<file path="config.mk">
export PLATFORM = sky130hd
export DESIGN_NAME = instr_fetch_ctrl
export DESIGN_NICKNAME = d
export VERILOG_FILES = /design/src/rtl/instr_fetch_ctrl.sv
export SDC_FILE = /design/constraint.sdc
export NUM_CORES = 1
export LEC_CHECK = 0
export ABC_CLOCK_PERIOD_IN_PS = 2000
export BUFFER_PORTS_ARGS = -buffer_cell sky130_fd_sc_hd__buf_2
export CORE_MARGIN = 2
export CORE_UTILIZATION = 45
export DETAILED_ROUTE_END_ITERATION = 7
export PLACE_DENSITY = 0.79
export SETUP_SLACK_MARGIN = 0.05
export SLEW_MARGIN = 10
export SYNTH_ARGS = -nofsm -noshare
export SYNTH_HDL_FRONTEND = slang
export SYNTH_SLANG_ARGS = --single-unit
</file>
<file path="constraint.sdc">
create_clock -name Clock -period 2 [get_ports Clock]
set_input_delay 0.3 -clock Clock [delete_from_list [all_inputs] [get_ports Clock]]
set_output_delay 0.3 -clock Clock [all_outputs]
set_load 0.1 [all_outputs]
</file>
<file path="src/rtl/instr_fetch_ctrl.sv">
// Multi-cycle control sequencer: drives PC strobes, latches the instruction word,
// and issues data-memory / register-file / ALU controls per FETCH-DECODE-EXECUTE pass.
module instr_fetch_ctrl #(
    parameter int unsigned IW  = 16,
    parameter int unsigned DAW = 8,
    parameter int unsigned RAW = 4
) (
    input  logic           Clock,
    input  logic           ClrN,
    input  logic [IW-1:0]  IM_Data,
    output logic           PC_Clr,
    output logic           PC_Up,
    output logic [IW-1:0]  IR,
    output logic [DAW-1:0] D_Addr,
    output logic           D_Wr,
    output logic           RF_s,
    output logic [RAW-1:0] RF_W_Addr,
    output logic           RF_W_en,
    output logic [RAW-1:0] RF_Ra_Addr,
    output logic [RAW-1:0] RF_Rb_Addr,
    output logic [2:0]     ALU_s,
    output logic           Halted,
    output logic [3:0]     State
);

    localparam logic [3:0] OP_STORE = 4'd1;
    localparam logic [3:0] OP_LOAD  = 4'd2;
    localparam logic [3:0] OP_ADD   = 4'd3;
    localparam logic [3:0] OP_SUB   = 4'd4;
    localparam logic [3:0] OP_HALT  = 4'd5;

    typedef enum logic [3:0] {
        S_INIT   = 4'd0,
        S_FETCH  = 4'd1,
        S_DECODE = 4'd2,
        S_NOOP   = 4'd3,
        S_STORE  = 4'd4,
        S_LOAD_A = 4'd5,
        S_LOAD_B = 4'd6,
        S_ADD    = 4'd7,
        S_SUB    = 4'd8,
        S_HALT   = 4'd9
    } state_t;

    state_t        state;
    state_t        state_nxt;
    logic [IW-1:0] ir_q;
    logic [3:0]    opcode;

    assign opcode = ir_q[IW-1 -: 4];
    assign IR     = ir_q;
    assign State  = state;

    // State register and instruction register (loaded at the end of FETCH)
    always_ff @(posedge Clock or negedge ClrN) begin
        if (!ClrN) begin
            state <= S_INIT;
            ir_q  <= '0;
        end else begin
            state <= state_nxt;
            if (state == S_FETCH) begin
                ir_q <= IM_Data;
            end
        end
    end

    // Next-state and Moore output decode from state and IR only
    always_comb begin
        state_nxt  = S_INIT;
        PC_Clr     = 1'b0;
        PC_Up      = 1'b0;
        D_Addr     = '0;
        D_Wr       = 1'b0;
        RF_s       = 1'b0;
        RF_W_Addr  = '0;
        RF_W_en    = 1'b0;
        RF_Ra_Addr = '0;
        RF_Rb_Addr = '0;
        ALU_s      = 3'd0;
        Halted     = 1'b0;

        case (state)
            S_INIT: begin
                PC_Clr    = 1'b1;
                state_nxt = S_FETCH;
            end
            S_FETCH: begin
                PC_Up     = 1'b1;
                state_nxt = S_DECODE;
            end
            S_DECODE: begin
                case (opcode)
                    OP_STORE: state_nxt = S_STORE;
                    OP_LOAD:  state_nxt = S_LOAD_A;
                    OP_ADD:   state_nxt = S_ADD;
                    OP_SUB:   state_nxt = S_SUB;
                    OP_HALT:  state_nxt = S_HALT;
                    default:  state_nxt = S_NOOP;
                endcase
            end
            S_NOOP: begin
                state_nxt = S_FETCH;
            end
            S_STORE: begin
                D_Addr     = DAW'(ir_q[7:0]);
                RF_Ra_Addr = RAW'(ir_q[11:8]);
                D_Wr       = 1'b1;
                state_nxt  = S_FETCH;
            end
            S_LOAD_A, S_LOAD_B: begin
                D_Addr    = DAW'(ir_q[11:4]);
                RF_s      = 1'b1;
                RF_W_Addr = RAW'(ir_q[3:0]);
                RF_W_en   = (state == S_LOAD_B);
                state_nxt = (state == S_LOAD_A) ? S_LOAD_B : S_FETCH;
            end
            S_ADD, S_SUB: begin
                RF_Ra_Addr = RAW'(ir_q[11:8]);
                RF_Rb_Addr = RAW'(ir_q[7:4]);
                RF_W_Addr  = RAW'(ir_q[3:0]);
                ALU_s      = (state == S_ADD) ? 3'd1 : 3'd2;
                RF_W_en    = 1'b1;
                state_nxt  = S_FETCH;
            end
            S_HALT: begin
                Halted    = 1'b1;
                state_nxt = S_HALT;
            end
            default: begin
                state_nxt = S_INIT;
            end
        endcase

        // Strobes drop the moment reset asserts, even mid-instruction
        if (!ClrN) begin
            PC_Clr     = 1'b0;
            PC_Up      = 1'b0;
            D_Addr     = '0;
            D_Wr       = 1'b0;
            RF_s       = 1'b0;
            RF_W_Addr  = '0;
            RF_W_en    = 1'b0;
            RF_Ra_Addr = '0;
            RF_Rb_Addr = '0;
            ALU_s      = 3'd0;
            Halted     = 1'b0;
        end
    end

endmodule

</file>
==> results of run 1 <==
[metrics by stage]
step / instances / setup WS (ns)
global placement: 232 / 0.158
CTS: 243 / -0.186
floorplan: 134 / -0.388
detailed placement: 232 / 0.129
[synthesized netlist by cell type, types with 2 or more instances]
cell	count
a211oi_1	8
a2bb2oi_1	5
xor2_1	2
o21ai_2	2
nor2_1	12
nor3_1	2
a21oi_1	4
clkbuf_1	3
nand2b_1	5
buf_2	4
dfrtp_1	20
inv_1	2
nor2b_1	8
buf_4	2
mux2_2	16
nand2_1	10
and3_1	10
o21ai_0	2
mux2i_1	4
[cell families after synthesis]
| kind of cell | count (synthesis) | share of synthesized area (%) |
|---|---|---|
| DFF | 20 | 38.6 |
| buffers and inverters | 12 | 5.02 |
| muxes | 20 | 17.0 |
| xor gates and xnor gates | 2 | 1.35 |
| and+or+nand+nor | 53 | 23.0 |
| AOI/OAI and AO/OA | 26 | 14.7 |
| other | 1 | 0.290 |
[repair_timing]
item	in CTS
hold endpoints to repair	15
setup buffers	3
endpoints found under the setup margin	28
hold buffers	3
gates resized for setup	27
cloned	1
pin swaps	7
==> flow_summary.toml, run 1 <==
[die]
num_io_pins = 67
die-width_um = 57.6
die_height_um = 57.6
rows = 19
start_util_pct = 47.4

[yosys]
yosys_warnings = 0
yosys_most_used_dff = "dfrtp_1"
netlist_area_sq_mm = 0.00129
ys_seq_area_share_pct = 38.6
synth_top_area_share_pct = 38.6
syn_inst = 134
synth_edf_count = 0
synthArstFlopShare_pct = 100
ys_types = 32
ys_seq_elements = 20
syn-num-nets = 152
synth_top_area_cell = "dfrtp_1"
synth_area_leaders = "dfrtp_1 39%, mux2_2 14%, and3_1 4.8%"
avgSynthCellArea_sq_um = 9.66

[placement]
io_buffer_count = 65
place_congestion = 0.784
place_area_sq_mm = 0.00239
dp_hpwl_um = 3270

[timing]
grt-worst-endpoint = "RF_W_Addr[2]"
endpoint_type = "top-level output"

[run_status]
error = "[ERROR DPL-0038] Utilization greater than 100%, impossible to legalize"
status = "did not finish"
failing_step = "global routing (5_1_grt)"

[clock_tree]
cts_buffers = 3
cts-root-buf = "clkbuf_4"
cts_htree_levels = 1
clock_sinks = 20
clock_path_buffers = 2

[grt]
grt_max_degree = 16
==> run 2, diff against run 1 <==
--- a/config.mk
+++ b/config.mk
@@ -8,10 +8,9 @@
 export ABC_CLOCK_PERIOD_IN_PS = 2000
 export BUFFER_PORTS_ARGS = -buffer_cell sky130_fd_sc_hd__buf_2
 export CORE_MARGIN = 2
-export CORE_UTILIZATION = 45
+export CORE_UTILIZATION = 35
 export DETAILED_ROUTE_END_ITERATION = 7
-export PLACE_DENSITY = 0.79
-export SETUP_SLACK_MARGIN = 0.05
+export PLACE_DENSITY_LB_ADDON = 0.15
 export SLEW_MARGIN = 10
 export SYNTH_ARGS = -nofsm -noshare
 export SYNTH_HDL_FRONTEND = slang
==> flow_summary.toml, run 2 <==
[setup_path]
crit_fanout = 4
critPathLaunchType = "register"
cp.arrival_ns = 1.86
critPathCaptureType = "primary output"
path_cells = "or4b_4, o21ai_4, and3_4, buf_12"
slowest_delay_ns = 0.59
reg2regPathDepth = 5
cp.required_ns = 1.70
worstSetupPathType = "reg -> out"
slowest_stage = "or4b_4"
reg2reg_setup_slack_ns = 0.26
r2r-end = "IR[10]"
worstReg2RegStart = "State[1]"

[die]
die-area_sq_mm = 0.00420
die_height_um = 64.8
num_io_pins = 67
start_util_pct = 35.9
die-width_um = 64.8
rows = 22
core_area_sq_mm = 0.00361

[timing]
post-route-period-util_pct = 108
drv_slew = 0
skew_ns = 0.00383
rsz0062_at_grt = "true"
fin_setup_tns_ns = -1.33
finalHoldViolCount = 0
setup_violations = 11
setup_slack_ns = -0.158
layout_min_cycle_time_ns = 2.16
fmax_mhz = 463

[yosys]
ys_types = 32
synth.most_common_cell = "dfrtp_1"
syn_inst = 134
ys_seq_elements = 20
netlist_area_sq_mm = 0.00129
synth_edf_count = 0
avgSynthCellArea_sq_um = 9.66
syn-num-nets = 152
yosys_warnings = 0
synth_area_leaders = "dfrtp_1 39%, mux2_2 14%, and3_1 4.8%"
synth_top_area_cell = "dfrtp_1"
yosys_most_used_dff = "dfrtp_1"
ys_seq_area_share_pct = 38.6
synthArstFlopShare_pct = 100
synth_common_cells = "20 x dfrtp_1, 16 x mux2_2, 12 x nor2_1, 10 x and3_1, 10 x nand2_1"
synth_top_area_share_pct = 38.6

[placement]
io_buffer_count = 65
pre_cts_slack_ns = 0.113
dp_hpwl_um = 3070
place_congestion = 0.734
place_area_sq_mm = 0.00242

[grt]
overflow = 0
grt_max_degree = 25
grt_pass1_wl_um = 6340
grt_usage_pct = 20.0
grt_pass1_vias = 1299
antenna_found_initial = 0

[clock_tree]
clk_latency_ns = 0.26
cts_tree = "done"
cts-root-buf = "clkbuf_8"
path_clk_slew_ns = 0.07
cts_buffers = 3
clock_path_buffers = 2
clock_sinks = 20
cts_htree_levels = 1

[layout]
most-common-layout-cells = "37 x buf_2, 29 x buf_12, 16 x mux2_2, 10 x nor2_4, 9 x dfrtp_2"
drive_above_1_share_pct = 77.8
fin_area_sq_mm = 0.00259
areaGrowthSynthToFinish_pct = 100
fin_util_pct = 71.8
antennaDiodeCount = 0
fin_nets = 226
final.fill_count = 262
layout_commonest_cell = "buf_2"
largest_reg_flops = 16

[run]
maxCapViolCount = 0

[routing]
routed_wl_um = 3990
wl_per_cell_um = 15.7
dr_total_vias = 1320
routed_via_density = 5.18
drc = 0
dr.pass1.iters = 4
ant_nets = 0
drt_iter0_drc = 33

[hold_path]
hold_path_class = "in -> async"

[run_status]
failed_checks = "setup timing"
status = "finished with violations"
## run 2: cell counts after synthesis
Identical to the previous run, type by type.
## run 2: how the worst max path moves through the flow
stage	depth (start not counted)	start	to	slack (ns)
floorplan	5	State[2]	D_Addr[1]	-0.39
global placement	4	State[2]	RF_W_Addr[3]	0.14
detailed placement	4	State[2]	RF_W_Addr[3]	0.11
CTS	4	State[1]	RF_W_Addr[3]	-0.16
global route	4	State[1]	RF_W_Addr[3]	-0.20
finish	4	State[1]	RF_W_Addr[3]	-0.16
## run 2: logic make-up (layout without fill, tap and decap cells)
group                     count (synthesis)  count (layout)  share of synthesized area (%)
muxes                                    20              20                           17.0
buffers and inverters                    12              85                           5.02
xor gates and xnor gates                  2               2                           1.35
other                                     1               1                          0.290
and+or+nand+nor                          53              53                           23.0
DFF                                      20              20                           38.6
AOI/OAI and AO/OA                        26              26                           14.7
## run 2: metal layers
layer	global-route usage [%]	wire [um]	vias to the layer above
li1	-	-	627
met1	24.6	1640	647
met2	34.9	2120	40
met3	2.95	174	6
met4	7.98	63	0
met5	0	0	-
## run 2: layout make-up
type,count,area (sq um),area share (%)
Sequential cell,20,527,20.3
Tap cell,48,60.1,2.32
Multi-Input combinational cell,102,1060,40.8
Inverter,2,7.51,0.290
Clock buffer,4,55.1,2.13
Timing Repair Buffer,79,885,34.2
## run 2: metrics by stage
stage,instances,hold slack [ns]
final,255,0.0385
after global routing,255,0.0556
after CTS,256,0.0213
after detailed placement,248,0.129
after global placement,248,0.126
after floorplan,134,0.00441
## run 2: critical path, delay by kind of cell (launching register included)
family                 cells  cell delay, ns
buffers and inverters      1            0.17
and+or+nand+nor            2            0.82
DFF                        1            0.48
AOI/OAI and AO/OA          1            0.12
## run 2: what timing repair did
item                                   CTS  global route
pin swaps                                6             4
setup endpoints to repair               23            26
setup buffers                            3             0
endpoints found under the hold margin    3             0
gates resized for setup                  8            14
hold buffers                             1             0
Power of run 2 is not shown: default switching activity piles up to over one toggle a cycle in this logic, so the estimate is an artifact.
